### config.mk
export PLATFORM = sky130hd
export DESIGN_NAME = uart_rx_os_fifo
export DESIGN_NICKNAME = d
export VERILOG_FILES = /design/src/rtl/uart_pkg.sv /design/src/rtl/uart_fifo.sv /design/src/rtl/uart_rx_os_fifo.sv
export SDC_FILE = /design/constraint.sdc
export NUM_CORES = 1
export LEC_CHECK = 0
export BUFFER_PORTS_ARGS = -buffer_cell sky130_fd_sc_hd__buf_2
export CAP_MARGIN = 20
export CELL_PAD_IN_SITES_DETAIL_PLACEMENT = 2
export CELL_PAD_IN_SITES_GLOBAL_PLACEMENT = 2
export CORE_MARGIN = 3
export CORE_UTILIZATION = 45
export CTS_CLUSTER_DIAMETER = 100
export DETAILED_ROUTE_END_ITERATION = 16
export GPL_ROUTABILITY_DRIVEN = 0
export PLACE_DENSITY = 0.85
export SLEW_MARGIN = 10
export SYNTH_ARGS = -nofsm -noshare
export SYNTH_HDL_FRONTEND = slang
export SYNTH_SLANG_ARGS = --single-unit
export TNS_END_PERCENT = 20
### constraint.sdc
create_clock -name clk_i -period 3.6 [get_ports clk_i]
set_input_delay 0.72 -clock clk_i [delete_from_list [all_inputs] [get_ports clk_i]]
set_output_delay 0.72 -clock clk_i [all_outputs]
set_load 0.03 [all_outputs]
### src/rtl/uart_pkg.sv
// rtl/uart_pkg.sv - shared types and constants for the oversampling UART receiver
package uart_pkg;

  typedef enum logic [2:0] {
    IDLE,
    START,
    DATA,
    PARITY,
    STOP
  } rx_state_e;

  localparam int OS_RATE    = 16;
  localparam int OS_S0      = 7;
  localparam int OS_S1      = 8;
  localparam int OS_S2      = 9;
  localparam int DATA_W_MAX = 9;
  localparam int DATA_W_MIN = 5;
  localparam int ENTRY_W    = DATA_W_MAX + 2;

  // FIFO entry layout: {ferr, perr, data}
  typedef struct packed {
    logic                  ferr;
    logic                  perr;
    logic [DATA_W_MAX-1:0] data;
  } rx_entry_t;

  function automatic logic [3:0] clamp_bits(input logic [3:0] bits);
    if (bits < 4'(DATA_W_MIN)) return 4'(DATA_W_MIN);
    if (bits > 4'(DATA_W_MAX)) return 4'(DATA_W_MAX);
    return bits;
  endfunction

endpackage

### src/rtl/uart_fifo.sv
// rtl/uart_fifo.sv - show-ahead synchronous FIFO for received frames
module uart_fifo #(
  parameter int DEPTH = 16,
  parameter int W     = 11
) (
  input  logic                       clk_i,
  input  logic                       rst_i,
  input  logic                       wr_en_i,
  input  logic [W-1:0]               wr_data_i,
  input  logic                       rd_en_i,
  output logic [W-1:0]               rd_data_o,
  output logic                       valid_o,
  output logic                       full_o,
  output logic [$clog2(DEPTH):0]     level_o
);
  localparam int AW = $clog2(DEPTH);

  logic [W-1:0]  mem [DEPTH];
  logic [AW-1:0] wptr, rptr;
  logic [AW:0]   count;
  logic          wr_ok, rd_ok;

  assign valid_o = (count != '0);
  assign full_o  = (count == (AW+1)'(DEPTH));
  assign rd_ok   = rd_en_i && valid_o;
  // a pop in the same cycle frees the slot, so a full FIFO can still accept
  assign wr_ok   = wr_en_i && (!full_o || rd_ok);

  always_ff @(posedge clk_i) begin
    if (rst_i) begin
      wptr  <= '0;
      rptr  <= '0;
      count <= '0;
    end else begin
      if (wr_ok) wptr <= wptr + 1'b1;
      if (rd_ok) rptr <= rptr + 1'b1;
      count <= count + (AW+1)'(wr_ok) - (AW+1)'(rd_ok);
    end
  end

  always_ff @(posedge clk_i) begin
    if (wr_ok) mem[wptr] <= wr_data_i;
  end

  assign rd_data_o = valid_o ? mem[rptr] : '0;
  assign level_o   = count;

endmodule

### src/rtl/uart_rx_os_fifo.sv
// rtl/uart_rx_os_fifo.sv - 16x oversampling UART receiver with frame FIFO
// Optional break detection: UART_RX_BREAK_DET_EN
module uart_rx_os_fifo
  import uart_pkg::*;
#(
  parameter int FIFO_DEPTH  = 16,
  parameter int DIV_W       = 16,
  parameter int SYNC_STAGES = 2
) (
  input  logic                          clk_i,
  input  logic                          rst_i,
  input  logic                          en_i,
  input  logic                          rx_i,
  input  logic [DIV_W-1:0]              div_i,
  input  logic [3:0]                    data_bits_i,
  input  logic                          parity_en_i,
  input  logic                          parity_odd_i,
  input  logic                          stop2_i,
  input  logic                          rd_en_i,
  output logic                          valid_o,
  output logic [8:0]                    rd_data_o,
  output logic                          rd_perr_o,
  output logic                          rd_ferr_o,
  output logic [$clog2(FIFO_DEPTH):0]   level_o,
  output logic                          overrun_o,
  input  logic                          clr_overrun_i,
  output logic                          break_o
);
  logic [SYNC_STAGES-1:0] sync_q;
  logic                   rx_s, rx_prev, fall;
  rx_state_e              state_q, state_d;
  logic [DIV_W-1:0]       div_cnt;
  logic [3:0]             phase, bit_cnt, nbits_q;
  logic                   s0, s1, maj, tick, at_s2, at_end;
  logic                   par_en_q, par_odd_q, stop2_q, stop_cnt, par_bit, ferr_q;
  logic [8:0]             shreg;
  logic                   done, push, ferr_d, perr, full, pop;
  rx_entry_t              wr_entry, rd_entry;

  always_ff @(posedge clk_i) begin
    if (rst_i) begin
      sync_q  <= '1;
      rx_prev <= 1'b1;
    end else begin
      sync_q  <= {sync_q[SYNC_STAGES-2:0], rx_i};
      rx_prev <= rx_s;
    end
  end

  assign rx_s   = sync_q[SYNC_STAGES-1];
  assign fall   = rx_prev && !rx_s;
  assign tick   = (state_q != IDLE) && (div_cnt == div_i);
  assign at_s2  = tick && (phase == 4'(OS_S2));
  assign at_end = tick && (phase == 4'(OS_RATE - 1));
  assign maj    = (s0 & s1) | (s0 & rx_s) | (s1 & rx_s);
  assign ferr_d = ferr_q | ~maj;
  assign perr   = par_en_q & (^shreg ^ par_bit ^ par_odd_q);
  assign done   = (state_q == STOP) && at_s2 && (stop_cnt == stop2_q) && en_i;

  always_ff @(posedge clk_i) begin
    if (rst_i) state_q <= IDLE;
    else       state_q <= state_d;
  end

  always_comb begin
    state_d = state_q;
    case (state_q)
      IDLE:   if (en_i && fall) state_d = START;
      START:  if (at_s2 && maj) state_d = IDLE;
              else if (at_end)  state_d = DATA;
      DATA:   if (at_end && bit_cnt == nbits_q - 4'd1)
                state_d = par_en_q ? PARITY : STOP;
      PARITY: if (at_end) state_d = STOP;
      STOP:   if (at_s2 && stop_cnt == stop2_q) state_d = IDLE;
      default: state_d = IDLE;
    endcase
    if (!en_i) state_d = IDLE;
  end

  always_ff @(posedge clk_i) begin
    if (rst_i) begin
      div_cnt   <= '0;
      phase     <= '0;
      s0        <= 1'b0;
      s1        <= 1'b0;
      bit_cnt   <= '0;
      nbits_q   <= '0;
      par_en_q  <= 1'b0;
      par_odd_q <= 1'b0;
      stop2_q   <= 1'b0;
      stop_cnt  <= 1'b0;
      par_bit   <= 1'b0;
      ferr_q    <= 1'b0;
      shreg     <= '0;
    end else if (state_q == IDLE) begin
      div_cnt  <= '0;
      phase    <= '0;
      bit_cnt  <= '0;
      stop_cnt <= 1'b0;
      par_bit  <= 1'b0;
      ferr_q   <= 1'b0;
      shreg    <= '0;
      if (en_i && fall) begin
        nbits_q   <= clamp_bits(data_bits_i);
        par_en_q  <= parity_en_i;
        par_odd_q <= parity_odd_i;
        stop2_q   <= stop2_i;
      end
    end else begin
      div_cnt <= tick ? '0 : div_cnt + 1'b1;
      if (tick) phase <= phase + 4'd1;
      if (tick && phase == 4'(OS_S0)) s0 <= rx_s;
      if (tick && phase == 4'(OS_S1)) s1 <= rx_s;
      if (at_s2) begin
        case (state_q)
          DATA:    shreg[bit_cnt] <= maj;
          PARITY:  par_bit <= maj;
          STOP:    ferr_q <= ferr_d;
          default: ;
        endcase
      end
      if (at_end && state_q == DATA) bit_cnt  <= bit_cnt + 4'd1;
      if (at_end && state_q == STOP) stop_cnt <= 1'b1;
    end
  end

`ifdef UART_RX_BREAK_DET_EN
  logic stop1_zero, brk, brk_q;
  // on the second stop bit, ferr_q holds exactly the first stop bit's result
  assign stop1_zero = stop_cnt ? ferr_q : ~maj;
  assign brk        = (shreg == '0) && !(par_en_q && par_bit) && stop1_zero;
  assign push       = done && !brk;

  always_ff @(posedge clk_i) begin
    if (rst_i) brk_q <= 1'b0;
    else       brk_q <= done && brk;
  end
  assign break_o = brk_q;
`else
  assign push    = done;
  assign break_o = 1'b0;
`endif

  assign pop      = rd_en_i && valid_o;
  assign wr_entry = '{ferr: ferr_d, perr: perr, data: shreg};

  always_ff @(posedge clk_i) begin
    if (rst_i)                      overrun_o <= 1'b0;
    else if (push && full && !pop)  overrun_o <= 1'b1;
    else if (clr_overrun_i)         overrun_o <= 1'b0;
  end

  uart_fifo #(
    .DEPTH (FIFO_DEPTH),
    .W     (ENTRY_W)
  ) u_fifo (
    .clk_i     (clk_i),
    .rst_i     (rst_i),
    .wr_en_i   (push),
    .wr_data_i (wr_entry),
    .rd_en_i   (rd_en_i),
    .rd_data_o (rd_entry),
    .valid_o   (valid_o),
    .full_o    (full),
    .level_o   (level_o)
  );

  assign rd_data_o = rd_entry.data;
  assign rd_perr_o = rd_entry.perr;
  assign rd_ferr_o = rd_entry.ferr;

endmodule
# Word level (Yosys, flattened, before mapping)

Memories as Yosys holds them, arrays and structs flattened. A register that Yosys moved wholly into a read port is not among the register bits.
Cells that the tools add are included.

$add $sub $neg: 8
Multiply operators: 0
Div/mod/pow operators: 0
$lt $le $gt $ge: 4
Eq/ne operators: 17
Shifts and indexed selects: 0
Multiplexer cells: 31
Bitwise operators: 12
Reduce and logical (&&, ||, !) cells: 39

Operators by type and width:

| operator                                            | number |
|---|---|
| 2-to-1 mux 4 bit                                    | 6 |
| 2-to-1 mux 3 bit                                    | 7 |
| logical AND 1 bit                                   | 20 |
| adder 16 x 1 -> 16 bit, second input constant       | 1 |
| adder 4 x 1 -> 4 bit, second input constant         | 4 |
| equality test 16 bit                                | 1 |
| case mux 3 bit (5 select lines)                     | 1 |
| 2-to-1 mux 1 bit                                    | 14 |
| equality test 4 bit, second input constant          | 3 |
| AND reduction 2 bit                                 | 6 |
| 2-to-1 mux 11 bit                                   | 1 |
| bitwise mux 9 bit                                   | 1 |
| XOR reduction 9 bit                                 | 1 |
| equality test 3 x 2 -> 1 bit, second input constant | 2 |
| != test 2 bit, second input constant                | 3 |
| adder 5 x 1 -> 5 bit                                | 1 |
| equality test 5 bit, second input constant          | 1 |
| < comparator 4 x 5 -> 1 bit, second input constant  | 1 |
| AND reduction 5 bit                                 | 1 |
| nonzero test 5 bit                                  | 1 |
| subtractor 5 x 1 -> 5 bit                           | 1 |
| AND 1 bit                                           | 4 |
| demux 1 bit (select 4 bit)                          | 1 |
| equality test 4 x 3 -> 1 bit, second input constant | 1 |
| 20 further kinds                                    | 28 |

Flip-flop bits (word level): 65
Latch bits: 0
Bits in writable memories: 176
Memory bits (read-only): 0
Bits of input ports: 29
Output and inout port bits: 19
Logic and storage cells: 132
Memories kept: 1

Memory list:

| memory     | words | bits a word | read ports | clocked after Yosys merged registers in | wr ports | RTL line        | text |
|---|---|---|---|---|---|---|---|
| u_fifo.mem | 16    | 11          | 1          | 1                                       | 1        | uart_fifo.sv:18 | `logic [W-1:0] mem [DEPTH];` |

# Depth between registers and ports, before layout

Depth after elaboration: 12
Depth in mapped cells: 15
Mapped depth without buffers: 14

# Hierarchy

Synthesis repeated with hierarchy kept, for this count alone.

Cell total of the unflattened synthesis: 718
Area total of the unflattened synthesis: 10570.1 µm²

Modules (own cells, without submodules):

| module          | instances | cells each | area each (µm²) | sequential area each (µm²) |
|---|---|---|---|---|
| uart_fifo       | 1         | 391        | 7688.6          | 5625.4 |
| uart_rx_os_fifo | 1         | 327        | 2881.5          | 1041.0 |

# Worst setup path after synthesis

No wires, ideal clock.

Kind: input port to flip-flop
Start: in div_i[9]
End: mem u_fifo.mem[0][0], enable pin
Setup time: 0.393 ns
Data arrival time: 2.834 ns
Required time: 3.207 ns
Slack: 0.373 ns
Stages on the path: 7
Path buffers: 1
Path through: xor2_1 nor4_2 nand4_2 nor4_1 buf_2 nand2_1 nor3_1

Cells in the longest elaborated chain, start to end: 9

Ends and longest elaborated chain:

| what                                   | RTL line              | text |
|---|---|---|
| from (decl)                            | uart_rx_os_fifo.sv:14 | `input logic [DIV_W-1:0] div_i,` |
| equality test 16 bit                   | uart_rx_os_fifo.sv:52 | `assign tick = (state_q != IDLE) && (div_cnt == div_i);` |
| logical AND 1 bit                      | uart_rx_os_fifo.sv:52 |  |
| logical AND 1 bit                      | uart_rx_os_fifo.sv:53 | `assign at_s2 = tick && (phase == 4'(OS_S2));` |
| logical AND 1 bit (3 in series)        | uart_rx_os_fifo.sv:58 | `assign done = (state_q == STOP) && at_s2 && (stop_cnt == stop2_q) && en_i;` |
| logical AND 1 bit                      | uart_fifo.sv:27       | `assign wr_ok = wr_en_i && (!full_o \|\| rd_ok);` |
| net u_fifo.wr_ok                       | uart_fifo.sv:21       | `logic wr_ok, rd_ok;` |
| 2-to-1 mux 1 bit                       | uart_fifo.sv:42       | `if (wr_ok) mem[wptr] <= wr_data_i;` |
| 2-to-1 mux 1 bit (implied by the code) | uart_fifo.sv:42       |  |
| to (decl)                              | uart_fifo.sv:18       |  |

The timed path passes the listed nets, and every way through them passes these cells.

==> run_summary.xml <==
<?xml version="1.0" encoding="UTF-8"?>
<metrics>
  <group name="clock_tree">
    <metric name="cts.repair.resized" unit="">0</metric>
    <metric name="clockBufferDepth" unit="">3</metric>
    <metric name="worstSkewPairLatency" unit="ns">0.56</metric>
    <metric name="tritoncts_clock_tree" unit="">yes</metric>
    <metric name="clock_net_sink_count" unit="">245</metric>
    <metric name="cts_post_setup_buffers_inserted" unit="">0</metric>
    <metric name="cts_max_level" unit="">1</metric>
    <metric name="worst_setup_hold_path_clk_slew" unit="ns">0.06</metric>
    <metric name="tritoncts.num_buffers" unit="">28</metric>
    <metric name="cts_root_buf" unit="">clkbuf_16</metric>
    <metric name="cts-hold-fix-buffers" unit="">0</metric>
  </group>
  <group name="final_layout">
    <metric name="area_overhead_of_the_layout_relative_to_synthesis" unit="%">15.2</metric>
    <metric name="postLayoutCellArea" unit="sq um">11900</metric>
    <metric name="post-route-util" unit="">0.535</metric>
    <metric name="final_cell_count_no_fill" unit="">1049</metric>
    <metric name="antenna_cells" unit="">0</metric>
    <metric name="layout-drive-gt1-share" unit="">0.241</metric>
    <metric name="number_of_nets_in_the_layout" unit="">797</metric>
  </group>
  <group name="critical_path">
    <metric name="arrival" unit="ns">2.75</metric>
    <metric name="setup.worst_path.start_class" unit="">flop</metric>
    <metric name="critical_path_class" unit="">reg2out</metric>
    <metric name="critical_path.max_fanout" unit="">44</metric>
    <metric name="nature_of_the_critical_path_endpoint" unit="">output pin</metric>
    <metric name="r2r_start" unit="">u_fifo.level_o[2]</metric>
    <metric name="required" unit="ns">2.88</metric>
  </group>
  <group name="drt">
    <metric name="route.detailed.drc" unit="">0</metric>
    <metric name="final_antenna_violating_net_count" unit="">0</metric>
    <metric name="routedWlPerCell" unit="um">27.2</metric>
    <metric name="via_count_of_the_routed_design" unit="">5995</metric>
    <metric name="drt_first_iter_violations" unit="">362</metric>
    <metric name="via_per_inst" unit="">5.71</metric>
    <metric name="wl" unit="mm">28.5</metric>
    <metric name="detail_route.first_pass.iterations" unit="">5</metric>
  </group>
  <group name="die">
    <metric name="die_height" unit="um">157</metric>
    <metric name="ioPinCount" unit="">48</metric>
    <metric name="core.rowCount" unit="">54</metric>
    <metric name="starting_density_of_the_core" unit="">0.464</metric>
    <metric name="design.core.area" unit="sq um">22200</metric>
    <metric name="floorplan.die.width" unit="um">157</metric>
    <metric name="floorplan.die_area" unit="sq um">24700</metric>
  </group>
  <group name="sta">
    <metric name="timing.final.setup_violations" unit="">0</metric>
    <metric name="slew_viol_final" unit="">0</metric>
    <metric name="final_min_period_over_clock_period" unit="">0.963</metric>
    <metric name="layout_min_cycle_time" unit="ns">3.47</metric>
    <metric name="clock.fmax" unit="MHz">288</metric>
    <metric name="rsz0062_at_grt" unit="">false</metric>
    <metric name="setup_total_negative_slack" unit="ns">0</metric>
    <metric name="clock-skew-final" unit="ns">0.0359</metric>
    <metric name="max-slew-margin-rel" unit="">0.304</metric>
    <metric name="tightest_slew" unit="ns">1.04</metric>
    <metric name="final-hold-violation-count" unit="">0</metric>
  </group>
  <group name="min_path">
    <metric name="holdCritPathClass" unit="">in2reg</metric>
    <metric name="min_from" unit="">rx_i</metric>
  </group>
  <group name="logic_synthesis">
    <metric name="synth-edff-count" unit="">176</metric>
    <metric name="synthesis.area_per_instance" unit="sq um">15.2</metric>
    <metric name="post_synth_instance_area" unit="sq um">10300</metric>
    <metric name="synth_cell_type_count" unit="">49</metric>
    <metric name="postSynth.asyncResetShare" unit="">0</metric>
    <metric name="synth_largest_type_area_fraction" unit="">0.513</metric>
    <metric name="postSynthRegisterBits" unit="">245</metric>
    <metric name="synthesis.nets" unit="">725</metric>
    <metric name="yosysSeqAreaShare" unit="">0.648</metric>
    <metric name="yosys.area.top_type" unit="">edfxtp_1</metric>
    <metric name="netlist_top_cells_area" unit="">edfxtp_1 51%, dfxtp_1 13%, mux4_2 12%</metric>
    <metric name="synth_flop_cell" unit="">edfxtp_1</metric>
    <metric name="syn_inst" unit="">675</metric>
    <metric name="synth_warnings" unit="">0</metric>
  </group>
  <group name="grt">
    <metric name="global_route.overflow_total" unit="">0</metric>
    <metric name="first_global_vias" unit="">6816</metric>
    <metric name="initial_antenna_violation_count" unit="">0</metric>
    <metric name="grt.total_usage" unit="">0.236</metric>
    <metric name="maximum_number_of_pins_on_one_net_before_global_route_repair" unit="">45</metric>
    <metric name="global_route_wire_length_before_repair" unit="mm">43.6</metric>
  </group>
  <group name="outcome">
    <metric name="run_status" unit="">finished clean</metric>
  </group>
  <group name="pwr">
    <metric name="ir_drop" unit="mV">0.361</metric>
    <metric name="power" unit="mW">6.81</metric>
    <metric name="leakagePower" unit="nW">4.30</metric>
    <metric name="power-per-cell-area" unit="nW/um^2">574</metric>
  </group>
  <group name="placement">
    <metric name="postPlaceCellArea" unit="sq um">11000</metric>
    <metric name="hpwl" unit="mm">19.1</metric>
    <metric name="port_buffers" unit="">46</metric>
    <metric name="placed_cells_incl_taps" unit="">997</metric>
  </group>
  <group name="job">
    <metric name="maxCapViolations" unit="">0</metric>
  </group>
</metrics>
worst paths after layout:
path,to,slack [ns],cells past startpoint
setup reg to reg,u_fifo.level_o[4],0.36,14
hold / removal,sync_q[0],0.37,2
setup / recovery,rd_data_o[8],0.13,5
hold reg to reg,sync_q[1],0.43,1
power by group:
part           switching, mW  leakage [nW]  internal [mW]
registers             0.0580          2.43           3.03
clock network           1.12         0.443           1.63
logic                  0.601          1.42          0.370
stage by stage:
step | worst slack [ns] | hold WS, ns
6_report | 0.134 | 0.370
5_1_grt | 0.0492 | 0.365
4_1_cts | 0.0992 | 0.356
3_5_place_dp | 0.193 | 0.404
3_3_place_gp | 0.401 | 0.404
2_1_floorplan | 0.373 | 0.389
registers in the layout, summed over array words and instances (netlist names), named ones only:
name,cells
bit_cnt,4
div_cnt,16
ferr_q,1
nbits_q,4
overrun_o,1
par_bit,1
par_en_q,1
par_odd_q,1
phase,4
rx_prev,1
s0,1
s1,1
shreg,9
state_q,3
stop2_q,1
stop_cnt,1
sync_q,2
u_fifo.level_o,5
u_fifo.mem,176
u_fifo.rptr,4
u_fifo.wptr,4
cell families (layout without fill, tap and decap cells):
family	count (synthesis)	count (layout)	share of synthesized area
compound gates	34	34	0.0221
buf+inv	51	145	0.0198
simple gates	191	191	0.0957
xor+xnor	58	58	0.0493
flops	245	245	0.648
fa+ha+maj	22	22	0.0272
mux	73	73	0.138
other cells	1	1	0.000364
routing by layer:
metal  part of all wire  vias up  global-route usage
met4              0.027        0              0.0624
met2               0.54      166               0.437
met1               0.39     3118               0.289
met3              0.041       56              0.0368
met5                  0        -                   0
li1                   -     2655                   -
cells in the final DEF (no fill, tap or decap), drive strengths merged, types with 12 or more instances in the layout:
master,instances
edfxtp,176
buf,71
nor2,70
dfxtp,69
mux4,55
clkbuf,43
xor2,36
nand2,27
inv,23
xnor2,22
ha,20
mux2i,18
nand3,15
nor3,14
and2,12
a21oi,12
final cells by class:
class	count	area, sq um
Clock inverter	9	82.6
Tap cell	280	350
Multi-Input combinational cell	379	3430
Fill cell	2038	10300
Timing Repair Buffer	71	430
Clock buffer	43	817
Inverter	22	82.6
Sequential cell	245	6670
critical path, stage by stage, from the launching register on:
cell and delay [ns]:
dfxtp_2 0.34, buf_12 0.32, mux4_2 0.57, mux4_2 0.54
and2_1 0.19, buf_2 0.18
cell usage after synthesis (3+ instances only):
cell type	n
nand3b_1	5
nand3_1	15
inv_1	22
clkbuf_1	19
ha_1	20
buf_2	7
edfxtp_1	176
nand4_1	7
or2_2	4
nor3_1	14
a21oi_1	12
o21ai_0	4
nand2_1	27
mux2i_1	18
nor2b_1	5
nand4b_1	3
mux4_2	55
and2_1	12
a21bo_2	3
xor2_1	36
nor2_1	70
xnor2_1	22
nor4_2	6
dfxtp_1	69
nand2b_1	3
and3_1	7
or3_1	4
No activity file was read; power rests on OpenSTA's default activity.
